### src/rtl/cover_pkg.sv
// Shared types and helpers for the toggle-coverage collector.
package cover_pkg;

  // Widest counter/index any instance may use; per-instance widths are cast down.
  localparam int unsigned REC_IDX_W = 64;
  localparam int unsigned REC_CNT_W = 32;
  localparam int unsigned CNT_LIM_W = REC_CNT_W + 1;

  typedef enum logic [1:0] {
    IDLE = 2'd0,
    SCAN = 2'd1,
    DONE = 2'd2
  } dump_state_e;

  typedef struct packed {
    logic [REC_IDX_W-1:0] index;
    logic [REC_CNT_W-1:0] rise_cnt;
    logic [REC_CNT_W-1:0] fall_cnt;
  } cover_rec_t;

  // Increment v by one unless it already holds the all-ones value of a w-bit counter.
  function automatic logic [REC_CNT_W-1:0] sat_inc(input logic [REC_CNT_W-1:0] v,
                                                   input int unsigned w);
    logic [CNT_LIM_W-1:0] lim;
    lim = (CNT_LIM_W'(1) << w) - CNT_LIM_W'(1);
    if ({1'b0, v} >= lim) return v;
    return v + REC_CNT_W'(1);
  endfunction

endpackage

### src/rtl/cover_toggle_cell.sv
// One monitored bit: edge detect, saturating rise/fall counters, sticky hit flags.
module cover_toggle_cell
  import cover_pkg::*;
#(
  parameter int unsigned CNT_W = 8
) (
  input  logic             clock,
  input  logic             reset,
  input  logic             i_enable,
  input  logic             i_prev_valid,
  input  logic             i_sig,
  input  logic             i_clear,
  output logic [CNT_W-1:0] o_rise_cnt,
  output logic [CNT_W-1:0] o_fall_cnt,
  output logic             o_hit_both
);

  logic             r_prev;
  logic [CNT_W-1:0] r_rise_cnt;
  logic [CNT_W-1:0] r_fall_cnt;
  logic             r_rise_hit;
  logic             r_fall_hit;

  logic             w_rise;
  logic             w_fall;
  logic [CNT_W-1:0] w_rise_inc;
  logic [CNT_W-1:0] w_fall_inc;

  assign w_rise     = i_enable & i_prev_valid & ~r_prev & i_sig;
  assign w_fall     = i_enable & i_prev_valid & r_prev & ~i_sig;
  assign w_rise_inc = CNT_W'(sat_inc(REC_CNT_W'(r_rise_cnt), CNT_W));
  assign w_fall_inc = CNT_W'(sat_inc(REC_CNT_W'(r_fall_cnt), CNT_W));

  // Sample history plus counters; a clear wins over old state but not over this cycle's edge.
  always_ff @(posedge clock) begin
    if (!reset) begin
      r_prev     <= 1'b0;
      r_rise_cnt <= '0;
      r_fall_cnt <= '0;
      r_rise_hit <= 1'b0;
      r_fall_hit <= 1'b0;
    end else begin
      if (i_enable) r_prev <= i_sig;
      if (i_clear) begin
        r_rise_cnt <= w_rise ? CNT_W'(1) : '0;
        r_fall_cnt <= w_fall ? CNT_W'(1) : '0;
        r_rise_hit <= w_rise;
        r_fall_hit <= w_fall;
      end else begin
        if (w_rise) begin
          r_rise_cnt <= w_rise_inc;
          r_rise_hit <= 1'b1;
        end
        if (w_fall) begin
          r_fall_cnt <= w_fall_inc;
          r_fall_hit <= 1'b1;
        end
      end
    end
  end

  assign o_rise_cnt = r_rise_cnt;
  assign o_fall_cnt = r_fall_cnt;
  assign o_hit_both = r_rise_hit & r_fall_hit;

endmodule

### src/rtl/cover_toggle_collector.sv
// Toggle-coverage collector: per-bit cells, covered-bit popcount and a record dump port.
module cover_toggle_collector
  import cover_pkg::*;
#(
  parameter int unsigned WIDTH         = 32,
  parameter int unsigned CNT_W         = 8,
  parameter int unsigned COVER_INDEX   = 0,
  parameter int unsigned IDX_W         = 32,
  parameter int unsigned CLEAR_ON_READ = 0
) (
  input  logic                       clock,
  input  logic                       reset,
  input  logic                       enable,
  input  logic [WIDTH-1:0]           signal,
  input  logic                       dump_start,
  output logic                       dump_busy,
  output logic                       dump_done,
  output logic                       out_valid,
  input  logic                       out_ready,
  output logic [IDX_W-1:0]           out_index,
  output logic [CNT_W-1:0]           out_rise_cnt,
  output logic [CNT_W-1:0]           out_fall_cnt,
  output logic [WIDTH-1:0]           hit_both,
  output logic [$clog2(WIDTH+1)-1:0] covered_count
);

  localparam int unsigned PTR_W = (WIDTH > 1) ? $clog2(WIDTH) : 1;
  localparam int unsigned CCW   = $clog2(WIDTH + 1);
  localparam logic [PTR_W-1:0] LAST_PTR = PTR_W'(WIDTH - 1);

  dump_state_e      r_state;
  dump_state_e      w_state_nxt;
  logic [PTR_W-1:0] r_ptr;
  logic [PTR_W-1:0] w_ptr_nxt;
  logic             r_prev_valid;
  logic [CCW-1:0]   r_covered;
  logic [CCW-1:0]   w_pop;

  logic             w_busy;
  logic             w_done;
  logic             w_valid;
  logic             w_accept;
  logic [WIDTH-1:0] w_clear;
  logic [WIDTH-1:0] w_hit;
  logic [CNT_W-1:0] w_rise_arr [WIDTH];
  logic [CNT_W-1:0] w_fall_arr [WIDTH];

  assign w_accept = (r_state == SCAN) & out_ready;

  // Per-bit cells; the record being accepted is cleared when clear-on-read is enabled.
  for (genvar g = 0; g < WIDTH; g++) begin : g_cell
    assign w_clear[g] = (CLEAR_ON_READ != 0) && w_accept && (r_ptr == PTR_W'(g));

    cover_toggle_cell #(
      .CNT_W(CNT_W)
    ) u_cell (
      .clock       (clock),
      .reset       (reset),
      .i_enable    (enable),
      .i_prev_valid(r_prev_valid),
      .i_sig       (signal[g]),
      .i_clear     (w_clear[g]),
      .o_rise_cnt  (w_rise_arr[g]),
      .o_fall_cnt  (w_fall_arr[g]),
      .o_hit_both  (w_hit[g])
    );
  end

  // prev_valid follows enable so the first enabled sample never counts as an edge.
  always_ff @(posedge clock) begin
    if (!reset) r_prev_valid <= 1'b0;
    else        r_prev_valid <= enable;
  end

  // Number of bits that have toggled both ways.
  always_comb begin
    w_pop = '0;
    for (int i = 0; i < WIDTH; i++) w_pop = w_pop + CCW'(w_hit[i]);
  end

  // Covered count register, one cycle behind hit_both.
  always_ff @(posedge clock) begin
    if (!reset) r_covered <= '0;
    else        r_covered <= w_pop;
  end

  // Dump FSM state and record pointer.
  always_ff @(posedge clock) begin
    if (!reset) begin
      r_state <= IDLE;
      r_ptr   <= '0;
    end else begin
      r_state <= w_state_nxt;
      r_ptr   <= w_ptr_nxt;
    end
  end

  // Dump FSM next state and status decode.
  always_comb begin
    w_state_nxt = r_state;
    w_ptr_nxt   = r_ptr;
    w_busy      = 1'b0;
    w_done      = 1'b0;
    w_valid     = 1'b0;
    case (r_state)
      IDLE: begin
        if (dump_start) begin
          w_state_nxt = SCAN;
          w_ptr_nxt   = '0;
        end
      end
      SCAN: begin
        w_busy  = 1'b1;
        w_valid = 1'b1;
        if (out_ready) begin
          if (r_ptr == LAST_PTR) begin
            w_state_nxt = DONE;
            w_ptr_nxt   = '0;
          end else begin
            w_ptr_nxt = r_ptr + PTR_W'(1);
          end
        end
      end
      DONE: begin
        w_done      = 1'b1;
        w_state_nxt = IDLE;
      end
      default: w_state_nxt = IDLE;
    endcase
  end

  assign dump_busy     = w_busy;
  assign dump_done     = w_done;
  assign out_valid     = w_valid;
  assign out_index     = IDX_W'(COVER_INDEX) + IDX_W'(r_ptr);
  assign out_rise_cnt  = w_rise_arr[r_ptr];
  assign out_fall_cnt  = w_fall_arr[r_ptr];
  assign hit_both      = w_hit;
  assign covered_count = r_covered;

endmodule
### config.mk
export PLATFORM = sky130hd
export DESIGN_NAME = cover_toggle_collector
export DESIGN_NICKNAME = d
export VERILOG_FILES = /design/src/rtl/cover_pkg.sv /design/src/rtl/cover_toggle_cell.sv /design/src/rtl/cover_toggle_collector.sv
export SDC_FILE = /design/constraint.sdc
export NUM_CORES = 2
export LEC_CHECK = 0
export ABC_CLOCK_PERIOD_IN_PS = 6500
export BUFFER_PORTS_ARGS = -buffer_cell sky130_fd_sc_hd__clkbuf_2
export CAP_MARGIN = 40
export CORE_ASPECT_RATIO = 0.9
export CORE_MARGIN = 2
export CORE_UTILIZATION = 55
export DETAILED_ROUTE_END_ITERATION = 10
export GPL_TIMING_DRIVEN = 1
export PLACE_DENSITY = 0.72
export SLEW_MARGIN = 20
export SYNTH_ARGS = -nofsm -noshare
export SYNTH_HDL_FRONTEND = slang
export SYNTH_HIERARCHICAL = 1
export SYNTH_SLANG_ARGS = --single-unit
### constraint.sdc
create_clock -name clock -period 6.5 [get_ports clock]
set_clock_uncertainty 0.2 [all_clocks]
set_input_delay 1.3 -clock clock [delete_from_list [all_inputs] [get_ports clock]]
set_output_delay 1.3 -clock clock [all_outputs]
set_load 0.02 [all_outputs]
# After elaboration in Yosys (flattened, before gate mapping)
# Cells that the tools add are included.
# W data, S select, Z words.
[op_classes] add_sub_neg=96 magnitude_cmp=65 n_eq_ne=70 muxes=144 n_bitwise=226 reduce_logical=68
[ops] cell="$mux W8" n=68
[ops] cell="$add A8 B1 Y8 const B" n=64
[ops] cell="$ge A8 B8 Y1 const B" n=64
[ops] cell="$and A1 B1 Y1" n=161
[ops] cell="$add A6 B1 Y6" n=26
[ops] cell="$ne A2 B2 Y1 const B" n=66
[ops] cell="$reduce_and A2 Y1" n=64
[ops] cell="$bmux W8 S5" n=2
[ops] cell="$mux W1" n=66
[ops] cell="$not A1 Y1" n=64
[ops] cell="$mux W5" n=3
[ops] cell="$pmux W5 S2" n=1
[ops] cell="$add A5 B1 Y6" n=1
[ops] cell="$ge A6 B6 Y1 const B" n=1
[ops] cell="$mux W2" n=3
[ops] cell="$not A5 Y6" n=1
[ops] cell="$reduce_and A3 Y1" n=2
[ops] cell="$add A4 B1 Y5" n=1
[ops] cell="$add A5 B1 Y5 const B" n=1
[ops] cell="$eq A5 B5 Y1 const B" n=1
[ops] cell="$add A3 B1 Y4" n=1
[ops] cell="$pmux W2 S2" n=1
[ops] cell="$add A2 B1 Y3" n=1
[ops] cell="$add A1 B1 Y2" n=1
[ops] cell="other kinds (5)" n=5
[word_totals] regBits=622 elab_cells=833

# Logic depth before layout (Yosys ltp)
[depth] ltp_word=32 depth_mapped=16 mapped_depth_nobuf=16

# Cells and area by module
# Netlist, hierarchy kept.
[modules_own_cells] mod="cover_toggle_cell" instances=32 cells_per_inst=99 area_each_um2=938.4 seq_area_each_um2=380.4
[modules_own_cells] mod="cover_toggle_collector" instances=1 cells_per_inst=505 area_each_um2=5624.1 seq_area_each_um2=280.3

# Worst setup path after synthesis
# OpenSTA, ideal clock, no wires.
[synth_timing] kind="register to register" startpoint="reg g_cell[0].u_cell.r_fall_hit" endpoint="reg r_covered[4], in the netlist covered_count[4]" setup_time_ps=122 arrival_ps=4586 required_time_ps=6178 path_slack_ps=1592 path_stages_with_launch=17 period_less_slack_ps=4908 cell_sequence="dfxtp_1 and2_1 inv_1 fa_1 fa_1 fa_1 fa_1 fa_1 fa_1 inv_1 ha_1 inv_1 fa_1 nor2b_1 o21ai_0 a21boi_0 nor3_1"
[synth_between] elab_chain_cells=32
[synth_rtl] item="start: declaration" line="cover_toggle_cell.sv:22" source="logic r_fall_hit;"
[synth_rtl] item="start signal: assignment" line="cover_toggle_cell.sv:48" source="r_fall_hit <= w_fall;"
[synth_rtl] item="$and A1 B1 Y1" line="cover_toggle_cell.sv:64" source="assign o_hit_both = r_rise_hit & r_fall_hit;"
[synth_rtl] item="net hit_both[0]" line="cover_toggle_collector.sv:23" source="output logic [WIDTH-1:0] hit_both,"
[synth_rtl] item="$add A1 B1 Y2" line="cover_toggle_collector.sv:78" source="for (int i = 0; i < WIDTH; i++) w_pop = w_pop + CCW'(w_hit[i]);"
[synth_rtl] item="$add A2 B1 Y3" line="cover_toggle_collector.sv:78"
[synth_rtl] item="$add A3 B1 Y4" line="cover_toggle_collector.sv:78"
[synth_rtl] item="$add A4 B1 Y5" line="cover_toggle_collector.sv:78"
[synth_rtl] item="$add A5 B1 Y6" line="cover_toggle_collector.sv:78"
[synth_rtl] item="$add A6 B1 Y6 (26 in a row)" line="cover_toggle_collector.sv:78"
[synth_rtl] item="end signal: assignment" line="cover_toggle_collector.sv:84" source="else r_covered <= w_pop;"
[synth_rtl] item="end: declaration" line="cover_toggle_collector.sv:36" source="logic [CCW-1:0] r_covered;"
# The timed path passes the listed nets, and every way through them passes these cells.
# A chain may end at the register's enable or synchronous reset.

# Worst setup path after layout
[layout_timing] startpoint="reg r_ptr[0]" endpoint="out out_rise_cnt[0]"
[layout_between] elab_chain_cells=4
[layout_rtl] item="start: declaration" line="cover_toggle_collector.sv:33" source="logic [PTR_W-1:0] r_ptr;"
[layout_rtl] item="start signal: assignment" line="cover_toggle_collector.sv:94" source="r_ptr <= w_ptr_nxt;"
[layout_rtl] item="$not A5 Y6 (implied by the code)" line="cover_toggle_collector.sv:136" source="assign out_rise_cnt = w_rise_arr[r_ptr];"
[layout_rtl] item="$bmux W8 S5" line="cover_toggle_collector.sv:136"
[layout_rtl] item="$mux W8 (implied by the code) (2 in a row)" line="cover_toggle_collector.sv:136"
[layout_rtl] item="end: declaration" line="cover_toggle_collector.sv:21" source="output logic [CNT_W-1:0] out_rise_cnt,"
# No other way between the ends. The select of a mux whose other input is x is not followed.

==> metrics.csv <==
metric;value;unit
status;complete, no violations;
Logic pwr share;4.4;%
Global Route met2 Usage;40.6;%
P per Cell Area;213;mW/mm^2
fmax;0.189;GHz
most frequent cells in the layout;617 x dfxtp_1, 359 x nor2_1, 288 x xor2_1;
Core Region;0.0641;mm^2
Root Buffer;clkbuf_16;
critical path's slowest cell;dfxtp_4;
area delta synth->final;9.30;%
postcts setup bufs;0;
switch share;23.2;%
ANT cells;0;
post-synthesis sequential area ratio;34.9;%
FF-to-FF Start;g_cell[5].u_cell/r_fall_hit$_SDFFE_PN0P_;
Worst Hold End;g_cell[21].u_cell/r_fall_hit$_SDFFE_PN0P_;
Peak VDD IR;0.204;mV
Distinct cells, synth;55;
# DRC;0;
Hold Crit Start;g_cell[21].u_cell/r_fall_hit$_SDFFE_PN0P_;
Worst-Skew Late Latency;0.64;ns
reg2reg end;covered_count[4]$_SDFF_PN0_;
FF+latch area;0.0125;mm^2
met3 usage;5.53;%
sequential power share;46.6;%
post-route design area;0.0390;mm^2
hold depth;2;
Die Wd;272;um
DR pass1 iterations;5;
cts repair resizes;0;
Routed Antenna Nets;0;
Top Family by Delay on Critical Path;buffers and inverters;
CP Buf/Inv Count;2;
endpoints failing hold;0;
max_cap viols;0;
crit path cell chain;buf_4, mux4_2, a2111oi_2, a21oi_1, clkbuf_2;
final slew viol count;0;
total CTS buffers;70;
Syn Inst Count;3673;
first-pass GRT wire length;147000;um
period utilization;81.2;%
DP HPWL;68500;um
largest net degree at the start of global routing;104;
crit-path max cell delay;0.80;ns
Hold WC Path Type;reg2reg;
Crit Path Category;reg2out;
routed vias;28800;
Clk network pwr share;48.9;%
gpl congestion;0.950;
wire length per cell;20.0;um
number of cell rows;88;
RSZ-0062 raised after global routing;no;
CP max FO;41;
worst slew pin tran;0.727;ns
Required @ worst endpoint;5.00;ns
Max transition margin;51.4;%
CTS Hold Bufs;0;
Post-Route Setup TNS;0;ns
Tot GR Track Use;27.6;%
clock buffer depth;3;
Net count, final;3912;
gr ovfl total;0;
CTS tree;yes;
Top Ports;126;
DRT iter0 DRCs;2546;
setup slack, reg-to-reg;1.32;ns
WP data arrival;3.78;ns
flops & latches, synth;622;
Pint;6.38;mW
min Tclk post-route;5.28;ns
ys flop type;dfxtp_1;
GR Util met1;40.4;%
Post-synth EDFFs;0;
placed cell area;0.0366;mm^2
IO buf count;98;
DIE AREA;0.0669;mm^2
Warnings, synthesis;6;
WL final;93700;um
Worst Setup End Kind;primary output;
Switch Pwr;1.92;mW
hold_ws;0.301;ns
Avg Cell Area, Syn;9.71;um^2
Top Usage Layer GRT;met2;
vias in the first global route;25700;
Worst-path clk slew;0.06;ns
Worst path depth;5;
Sink Count;622;
most common cell after layout, fill and taps aside;dfxtp_1;
Die Y;246;um
fill count;5442;
FF-to-FF path depth;16;
initial cell density of the core;55.6;%
Mapped Area;0.0357;mm^2
antenna violations before repair;0;
Async SR Flop Fraction;0;%
ratio of cells with drive above 1 in the final layout;11.5;%
P_leak;15.3;nW
routed vias/inst;6.14;
Setup-failing EPs final;0;
multi-input logic area;0.0219;mm^2
# H-tree levels;3;
CP Launch Type;flip-flop;
[metrics by stage]
stage / setup WS [ns] / utilization, % / instances / power (mW)
2_1_floorplan: 1.59 / - / 3763 / 4.23
3_3_place_gp: 1.50 / 57.1 / 4558 / 4.31
3_5_place_dp: 1.36 / 57.1 / 4560 / 4.31
4_1_cts: 1.22 / 60.8 / 4682 / 8.38
5_1_grt: 1.05 / 60.8 / 4683 / 8.57
6_report: 1.22 / 60.8 / 4683 / 8.30
[power groups by stage]
stage	logic, mW	clock network, mW	registers [mW]
floorplan	0.296	0	3.94
CTS	0.358	4.15	3.87
global route	0.398	4.30	3.87
finish	0.368	4.06	3.87
detailed placement	0.357	0	3.96
global placement	0.353	0	3.95
[sequential cells by signal, summed over array words and instances, names as in the netlist]
signal	flops
g_cell.u_cell/o_rise_cnt	256
g_cell.u_cell/r_prev	32
g_cell.u_cell/r_fall_hit	32
r_ptr	5
g_cell.u_cell/o_fall_cnt	256
r_state	2
r_prev_valid	1
g_cell.u_cell/r_rise_hit	32
covered_count	6
[worst max-delay path by stage]
stage | startpoint | endpoint | slack, ns
final | r_ptr[0]$_SDFFE_PN0P_ | out_rise_cnt[0] | 1.22
after global routing | r_ptr[0]$_SDFFE_PN0P_ | out_rise_cnt[0] | 1.05
after CTS | r_ptr[0]$_SDFFE_PN0P_ | out_fall_cnt[1] | 1.22
after detailed placement | g_cell[5].u_cell/r_fall_hit$_SDFFE_PN0P_ | covered_count[4]$_SDFF_PN0_ | 1.36
after global placement | g_cell[5].u_cell/r_fall_hit$_SDFFE_PN0P_ | covered_count[4]$_SDFF_PN0_ | 1.50
after floorplan | g_cell[0].u_cell/r_fall_hit$_SDFFE_PN0P_ | covered_count[4]$_SDFF_PN0_ | 1.59
[layout make-up]
class | count | share of cell area [%]
Clock buffer | 97 | 5.20
Sequential cell | 622 | 32.0
Tap cell | 855 | 2.75
Multi-Input combinational cell | 2851 | 56.3
Clock inverter | 25 | 0.793
Timing Repair Buffer | 118 | 1.84
Inverter | 115 | 1.11
[Yosys cell counts, drive strengths merged (3+ instances only)]
cell type	count	area share [%]
inv	115	1.2
o21ai	131	1.8
o211ai	192	5.3
a22oi	17	0.36
nor2	360	3.8
nor3	36	0.51
clkbuf	53	0.56
xor2	288	7.1
nand2	131	1.4
dfxtp	622	35
mux4	95	6.0
and3	162	2.8
a41o	64	1.8
mux2i	163	4.6
a22o	15	0.37
nand4	128	3.6
and2	66	1.2
o21a	32	0.67
a21oi	194	2.7
a211oi	32	0.67
a2111oi	15	0.63
nor3b	3	0.063
o221ai	16	0.39
fa	24	1.3
buf	122	2.7
o2111ai	64	1.6
or3	64	1.1
o21bai	64	1.3
and4b	64	1.9
nand3	69	0.97
ha	73	2.6
o22ai	16	0.28
xnor2	3	0.074
nor2b	106	1.9
and4	64	1.6
[kinds of logic (layout without fill, tap and decap cells)]
kind of cell               Yosys count  in the layout  synth area share (%)
DFF                                622            622                  34.9
other                                1             91                0.0105
buffers and inverters              290            355                  4.49
adders and majority gates           97             97                  3.91
and+or+nand+nor                   1255           1255                  20.8
xor gates and xnor gates           291            291                  7.15
AOI/OAI and AO/OA                  859            859                  18.1
muxes                              258            258                  10.6
[worst reg2reg max path: cells and delay by family, from the launching register on]
family	cells	cell delay, ns
and+or+nand+nor	3	0.41
AOI/OAI and AO/OA	2	0.33
adders and majority gates	8	3.59
DFF	1	0.32
buffers and inverters	3	0.21
[per-layer routing]
layer,part of all wire [%],vias to the layer above
met2,42,807
met4,3.1,0
met3,7.8,161
met5,0,-
li1,-,14000
met1,47,13800
No activity file was read; power rests on OpenSTA's default activity.
